==> src/rtl/scan_flop_bank_if.sv <==
// Functional port and scan port of the scan flop bank.
// master drives stimulus, slave is the bank itself.
interface scan_flop_bank_if #(
  parameter int WIDTH  = 8,
  parameter int ADDR_W = 2
);
  logic              we;
  logic [ADDR_W-1:0] addr;
  logic [WIDTH-1:0]  d;
  logic [WIDTH-1:0]  q;
  logic              set_all;
  logic              shift_start;
  logic              update_en;
  logic              shift_i;
  logic              shift_o;
  logic              shift_busy;
  logic              shift_done;

  modport master (
    output we, addr, d, set_all,
    output shift_start, update_en, shift_i,
    input  q, shift_o, shift_busy, shift_done
  );

  modport slave (
    input  we, addr, d, set_all,
    input  shift_start, update_en, shift_i,
    output q, shift_o, shift_busy, shift_done
  );
endinterface

==> src/rtl/scan_flop_bank.sv <==
// DEPTH x WIDTH register bank with a shared capture/shift/update
// scan chain; the functional port stays live during a scan.
module scan_flop_bank #(
  parameter int WIDTH  = 8,
  parameter int DEPTH  = 4,
  parameter int ADDR_W = 2
) (
  input  logic             flop_clk,
  input  logic             rst,
  scan_flop_bank_if.slave  bus
);
  localparam int L     = DEPTH * WIDTH;
  localparam int CNT_W = $clog2(L) + 1;

  localparam logic [CNT_W-1:0] LAST =
    CNT_W'(L - 1);
  localparam logic [ADDR_W:0] NWORDS =
    (ADDR_W + 1)'(DEPTH);

  typedef enum logic [1:0] {
    IDLE,
    SHIFT,
    UPDATE,
    DONE
  } state_e;

  state_e                      state_q, state_d;
  logic [DEPTH-1:0][WIDTH-1:0] mem_q, mem_d;
  logic [L-1:0]                shadow_q, shadow_d;
  logic [CNT_W-1:0]            cnt_q, cnt_d;
  logic                        upd_q, upd_d;
  logic                        addr_ok;

  assign addr_ok = {1'b0, bus.addr} < NWORDS;

  assign bus.q          = addr_ok ? mem_q[bus.addr]
                                  : '0;
  assign bus.shift_o    = shadow_q[L-1];
  assign bus.shift_busy = (state_q != IDLE);
  assign bus.shift_done = (state_q == DONE);

  always_comb begin
    state_d  = state_q;
    shadow_d = shadow_q;
    cnt_d    = cnt_q;
    upd_d    = upd_q;
    mem_d    = mem_q;

    unique case (state_q)
      IDLE: begin
        // capture sees the words before any same-edge write
        if (bus.shift_start) begin
          state_d  = SHIFT;
          shadow_d = mem_q;
          cnt_d    = '0;
          upd_d    = bus.update_en;
        end
      end
      SHIFT: begin
        shadow_d = (shadow_q << 1) | L'(bus.shift_i);
        cnt_d    = cnt_q + 1'b1;
        if (cnt_q == LAST) begin
          state_d = upd_q ? UPDATE : DONE;
        end
      end
      UPDATE: state_d = DONE;
      DONE:   state_d = IDLE;
      default: state_d = IDLE;
    endcase

    if (state_q == UPDATE) begin
      mem_d = shadow_q;
    end else if (bus.set_all) begin
      mem_d = '1;
    end else if (bus.we && addr_ok) begin
      mem_d[bus.addr] = bus.d;
    end
  end

  always_ff @(posedge flop_clk or negedge rst) begin
    if (!rst) begin
      state_q  <= IDLE;
      mem_q    <= '0;
      shadow_q <= '0;
      cnt_q    <= '0;
      upd_q    <= 1'b0;
    end else begin
      state_q  <= state_d;
      mem_q    <= mem_d;
      shadow_q <= shadow_d;
      cnt_q    <= cnt_d;
      upd_q    <= upd_d;
    end
  end
endmodule

==> src/flat_wrapper.sv <==
// flat-port wrapper written by rule: the top's interface ports become plain ports
module scan_flop_bank_flat 
#(
  parameter int WIDTH  = 8,
  parameter int DEPTH  = 4,
  parameter int ADDR_W = 2
)
  (flop_clk, rst, bus_we, bus_addr, bus_d, bus_set_all, bus_shift_start, bus_update_en, bus_shift_i, bus_q, bus_shift_o, bus_shift_busy, bus_shift_done);
  scan_flop_bank_if #(.WIDTH(WIDTH), .ADDR_W(ADDR_W)) bus_i ();
  input  logic flop_clk;
  input  logic rst;
  input wire logic [$bits(bus_i.we)-1:0] bus_we;
  input wire logic [$bits(bus_i.addr)-1:0] bus_addr;
  input wire logic [$bits(bus_i.d)-1:0] bus_d;
  input wire logic [$bits(bus_i.set_all)-1:0] bus_set_all;
  input wire logic [$bits(bus_i.shift_start)-1:0] bus_shift_start;
  input wire logic [$bits(bus_i.update_en)-1:0] bus_update_en;
  input wire logic [$bits(bus_i.shift_i)-1:0] bus_shift_i;
  output wire logic [$bits(bus_i.q)-1:0] bus_q;
  output wire logic [$bits(bus_i.shift_o)-1:0] bus_shift_o;
  output wire logic [$bits(bus_i.shift_busy)-1:0] bus_shift_busy;
  output wire logic [$bits(bus_i.shift_done)-1:0] bus_shift_done;
  assign bus_i.we = bus_we;
  assign bus_i.addr = bus_addr;
  assign bus_i.d = bus_d;
  assign bus_i.set_all = bus_set_all;
  assign bus_i.shift_start = bus_shift_start;
  assign bus_i.update_en = bus_update_en;
  assign bus_i.shift_i = bus_shift_i;
  assign bus_q = bus_i.q;
  assign bus_shift_o = bus_i.shift_o;
  assign bus_shift_busy = bus_i.shift_busy;
  assign bus_shift_done = bus_i.shift_done;
  scan_flop_bank #(.WIDTH(WIDTH), .DEPTH(DEPTH), .ADDR_W(ADDR_W)) u_core (.flop_clk(flop_clk), .rst(rst), .bus(bus_i));
endmodule
==> config.mk <==
export PLATFORM = sky130hd
export DESIGN_NAME = scan_flop_bank_flat
export DESIGN_NICKNAME = d
export VERILOG_FILES = /design/src/rtl/scan_flop_bank_if.sv /design/src/rtl/scan_flop_bank.sv /design/src/flat_wrapper.sv
export SDC_FILE = /design/constraint.sdc
export NUM_CORES = 1
export LEC_CHECK = 0
export ABC_AREA = 1
export BUFFER_PORTS_ARGS = -buffer_cell sky130_fd_sc_hd__buf_2
export CORE_MARGIN = 8
export CORE_UTILIZATION = 30
export CTS_BUF_LIST = sky130_fd_sc_hd__clkbuf_2
export DETAILED_ROUTE_END_ITERATION = 8
export HOLD_SLACK_MARGIN = 0.05
export PLACE_DENSITY = 0.57
export SLEW_MARGIN = 20
export SYNTH_ARGS = -nofsm -noshare
export SYNTH_HDL_FRONTEND = slang
export SYNTH_SLANG_ARGS = --single-unit
==> constraint.sdc <==
create_clock -name flop_clk -period 1.6 [get_ports flop_clk]
set_input_delay 0.24 -clock flop_clk [delete_from_list [all_inputs] [get_ports flop_clk]]
set_output_delay 0.24 -clock flop_clk [all_outputs]
set_load 0.05 [all_outputs]
---- After elaboration in Yosys (flattened, before gate mapping) ----
Index checks and enable logic that the tools add are counted.
storage, ports and cells
  register bits ........................... 73
  latch bits .............................. 0
  RAM bits ................................ 0
  ROM bits ................................ 0
  input port bits ......................... 17
  output and inout port bits .............. 11
  word-level logic and storage cells ...... 42
  memories kept ........................... 0
operators by class
  add/sub/neg operators ................... 1
  multiply operators ...................... 0
  divide/modulo/power cells ............... 0
  $lt $le $gt $ge ......................... 2
  equality and inequality tests ........... 6
  shifts and indexed selects .............. 0
  mux-type cells .......................... 16
  bitwise operators ....................... 1
  reductions and logical operators ........ 8
operators by type and width
  cell                                                                                 count
  32-bit 2-to-1 mux                                                                    4
  32-bit case mux with 2 select lines                                                  1
  32-bit bitwise mux                                                                   1
  32-bit by 1-bit bitwise OR with 32-bit output                                        1
  8-bit binary-select mux with 2-bit select                                            1
  8-bit demux with 2-bit select                                                        1
  8-bit 2-to-1 mux                                                                     2
  6-bit case mux with 2 select lines                                                   1
  2-bit case mux with 4 select lines                                                   1
  6-bit by 1-bit adder with 6-bit output, second input constant                        1
  6-bit by 5-bit == test with 1-bit output, second input constant                      1
  6-bit 2-to-1 mux                                                                     1
  2-bit AND reduction                                                                  3
  2-bit == test, second input constant                                                 2
  2-bit 2-to-1 mux                                                                     2
  2-bit nonzero test                                                                   2
  2-bit by 3-bit less-than comparator with 1-bit output, second input constant         1
  3-bit nonzero test                                                                   1
  2-bit by 1-bit == test with 1-bit output, second input constant                      1
  2-bit by 1-bit greater-or-equal comparator with 1-bit output, second input constant  1
  2-bit zero test                                                                      1
  2-bit by 1-bit inequality test with 1-bit output, second input constant              1
  2-bit inequality test, second input constant                                         1
  1-bit logical AND                                                                    1
  1-bit 2-to-1 mux                                                                     1

---- Longest topological paths before layout ----
  depth after elaboration ................. 8
  mapped depth ............................ 9
  gate-level depth less buffers ........... 9

---- Least setup slack after synthesis ----
Ideal clock, no wire load.
  kind .................................... reg-to-reg
  from .................................... reg u_core.state_q[0]
  to ...................................... reg u_core.cnt_q[5]
  library setup time ...................... 0.114 ns
  data arrival time ....................... 1.723 ns
  data required time ...................... 1.486 ns
  slack ................................... -0.237 ns
  stages on the path, launching flop included .. 10
  buffers on the path ..................... 1
  clock period less this slack ............ 1.837 ns
  cell sequence ........................... dfrtp_1 -> inv_1 -> ha_1 -> inv_1 -> nand2_1 -> nand2_1 -> buf_2 -> nand4_1 -> nand2_1 -> nor2_1
on the way
  longest elaborated chain between the ends .. 3
  elaborated cells between the ends (all ways) .. 6
  classes of those cells .................. eq/ne: 2; mux: 1; reduce/logical: 3
RTL lines
  what                                                                         RTL line              RTL
  from (decl)                                                                  scan_flop_bank.sv:27  state_e state_q, state_d;
  from (signal assigned)                                                       scan_flop_bank.sv:88  state_q <= state_d;
  2-bit by 1-bit == test with 1-bit output or 2-bit zero test (tied branches)  scan_flop_bank.sv:49  unique case (state_q)
  2-bit nonzero test (no line) or 2-bit inequality test (tied branches)        n/a
  2-bit AND reduction (no line)                                                n/a
  to (signal assigned)                                                         scan_flop_bank.sv:91  cnt_q <= cnt_d;
  to (decl)                                                                    scan_flop_bank.sv:30  logic [CNT_W-1:0] cnt_q, cnt_d;
Several ways; a longest one is shown, not always the timed one.
A chain may end at the register's enable or synchronous reset.

---- Final worst setup path ----
  from .................................... reg u_core.state_q[1]
  to ...................................... out bus_shift_busy
on the way
  longest elaborated chain between the ends .. 1
RTL lines
  what                RTL line              RTL
  2-bit nonzero test  scan_flop_bank.sv:39  assign bus.shift_busy = (state_q != IDLE);
  to (decl)           flat_wrapper.sv:21    output wire logic [$bits(bus_i.shift_busy)-1:0] bus_shift_busy;
Every way passes these cells.

==> results.md <==
* Initial antenna violation count at 1
* CP endpoint kind: output pin
* Comb power frac at 0.634
* Total power at 11.6 mW
* GRT Overall Usage at 0.140
* Max_slew headroom at 0.695
* Mapped Area at 3900 sq um
* Post-Synth Adder-Cell Area at 0.0192
* Mapped Avg Cell Area at 7.73 sq um
* Worst skew pair latency at 0.54 ns
* Finished Core Util at 0.437
* Setup TNS at -0.807 ns
* CP arrival at 1.47 ns
* Area after DPL at 4410 sq um
* Main combinational cell family by area after synthesis: compound AO/OA/AOI/OAI gates
* WL final at 12900 microns
* Top post-synthesis cells by area: dfrtp_1 47%, nand2_1 12%, o21ai_0 9.7%, a21oi_1 5.4%, inv_1 5.3%
* # H-tree levels at 3
* Fraction of layout cells with a size suffix above 1 at 0.312
* DR iter-0 viols at 191
* XOR/XNOR Fraction of Synth Area at 0
* Worst hold slack at 0.149 ns
* First drt pass iteration count at 4
* Crit share post-route at 1.07
* Fin nets at 608
* R2R Path Start: u_core.state_q[0]
* Final hold vios at 0
* Rows at 41
* Ys async rst share at 1.00
* WS Path Type: reg2out
* Final Setup Violations at 18
* Lkg Pwr at 2.43 nW
* CTS tree: yes
* Vias in the first global route at 3635
* Vias per cell at 5.03
* Post-synth EDFFs at 0
* Ys flop type: dfrtp_1
* Max Slew Vio Count at 0
* Final GP Congestion at 0.824
* Core ar. at 12700 sq um
* First-pass GRT wire length at 18700 microns
* Critical Path Start: u_core.state_q[1]
* Filler cells at 1250
* Count leader, synth: nand2_1
* Synth top cells by count: 128 x nand2_1, 76 x o21ai_0, 73 x dfrtp_1
* Max IR drop VDD at 0.000978 V
* Reg clk slew, reported paths at 0.20 ns
* Die W at 130 microns
* Gate Count Post-Synth at 505
* Fin Clk Skew at 0.0229 ns
* Post-synth top area cell: dfrtp_1
* Post-route cell area at 5530 sq um
* Number of port buffers at 27
* Critical Path Source Type: flip-flop
* Simple-gate portion of the synthesized area at 0.195
* Yosys warns at 0
* Final WS setup at -0.112 ns
* Initial Utilization at 0.308
* Seq/Total Area, Yosys at 0.468
* Largest net degree at the start of global routing at 38
* Post-DRT Antenna Nets at 0
* Failing checks: setup timing
* Sink Count at 73
* Post-synthesis register bit count at 73
* Clock Power Share at 0.073
* Die area at 16900 sq um
* Final min period at 1.71 ns
* Num CTS Buffers at 9
* Total gr overflow at 0
* Outcome: complete, but fails checks
* Area Overhead vs Synth at 41.8%
* Avg WL per Cell at 16.9 microns
* P_sw at 5.35 mW
* CP Max Fanout at 2
* Post-synthesis mux area share at 0.00289
* Yosys top cell area share at 0.468
* Int Pwr at 6.22 mW
* Worst-Margin Slew at 0.456 ns
* PwrDens at 2090 nW/um^2
* Sw Ratio at 0.463
* Clock Root Buffer: clkbuf_2
* Dpl hpwl at 7810 microns
* Clk buf depth at 2
* # DRC at 0
* Achievable Freq at 584 MHz
* I/O Pins at 28
* Critical hold path startpoint: bus_d[4]
* Die height at 130 microns
* CP required at 1.36 ns
* HP Class: in2reg
* Distinct cells, synth at 24
* Max Cap Viol at 0
* Via count at 3832
* Compound-Gate Fraction of Synth Area at 0.228
* Sequential share of power at 0.292
* RSZ-0062 raised after global routing: true
* Synthesized net count at 528
worst paths after layout:
path	end	slack [ns]	cells after the start
worst max-delay path	bus_shift_busy	-0.11	4
worst min-delay path	u_core.mem_q[20]	0.15	5
worst max register to register	u_core.mem_q[0]	-0.02	9
worst min register to register	u_core.mem_q[30]	0.53	2
max in group asynchronous	u_core.mem_q[7]	0.90	3
min in group asynchronous	u_core.upd_q	0.16	2
kinds of logic (layout without fill, tap and decap cells):
kind of cell               Yosys count  in the layout
AOI/OAI and AO/OA                  155            156
adders and majority gates            6              6
buffers and inverters               81            162
DFF                                 73             73
muxes                                1              1
other                                0              1
and+or+nand+nor                    189            191
timing repair:
item | in CTS | in global routing
gates resized for setup | 46 | 112
endpoints found under the setup margin | 10 | 68
pin swaps | 6 | 21
hold buffers | 4 | 0
hold endpoints to repair | 76 | 0
cloned | 0 | 13
setup buffers | 14 | 16
power groups by stage:
stage	Sequential [mW]	Combinational [mW]	Clock, mW
detailed placement	3.35	4.75	0
CTS	3.29	5.43	0.863
finish	3.38	7.34	0.850
global placement	3.33	4.63	0
global route	3.46	7.98	0.927
floorplan	3.22	3.38	0
routing by layer:
layer  GRT usage  part of all wire
met1       0.180              0.43
met2       0.227              0.51
met3      0.0257             0.043
met4      0.0546             0.020
met5           0                 0
worst max-delay path, cell delays in order (launching register included):
cell and delay [ns]:
dfrtp_1 0.44, inv_2 0.09, ha_4 0.15, clkinvlp_4 0.10, buf_8 0.16
sequential cells by signal, indices dropped and copies added (netlist names):
| register | count |
|---|---|
| u_core.cnt_q | 6 |
| u_core.upd_q | 1 |
| u_core.state_q | 2 |
| u_core.shadow_q | 32 |
| u_core.mem_q | 32 |
stage by stage:
| step | std cells | setup WS [ns] |
|---|---|---|
| after detailed placement | 699 | 0.0259 |
| final | 762 | -0.112 |
| after global placement | 699 | 0.0468 |
| after global routing | 762 | -0.184 |
| after CTS | 732 | -0.136 |
| after floorplan | 505 | -0.00797 |
placed cells by master, fill, tap and decap left out, types with 10 or more instances in the layout:
cell type  netlist  final
nand2_1        128    109
dfrtp_1         73     71
inv_1           55     43
o21ai_0         76     38
o21ai_1          2     38
buf_4            2     35
a21oi_1         42     33
nor2_1          44     32
o211ai_1        23     23
nand2_2          4     18
buf_2           10     16
buf_6            2     12
buf_12           0     11
inv_2            0     10
cell type report:
| cell class | instances | area [sq um] | share of cell area |
|---|---|---|---|
| Multi-Input combinational cell | 354 | 2160 | 0.391 |
| Sequential cell | 73 | 1830 | 0.331 |
| Timing Repair Buffer | 92 | 1040 | 0.188 |
| Tap cell | 172 | 215 | 0.0389 |
| Inverter | 55 | 214 | 0.0387 |
| Clock buffer | 9 | 45.0 | 0.00814 |
| Clock inverter | 6 | 26.3 | 0.00475 |
| Antenna cell | 1 | 2.50 | 0.000452 |
Note: power is estimated with default switching activity, not from simulation.
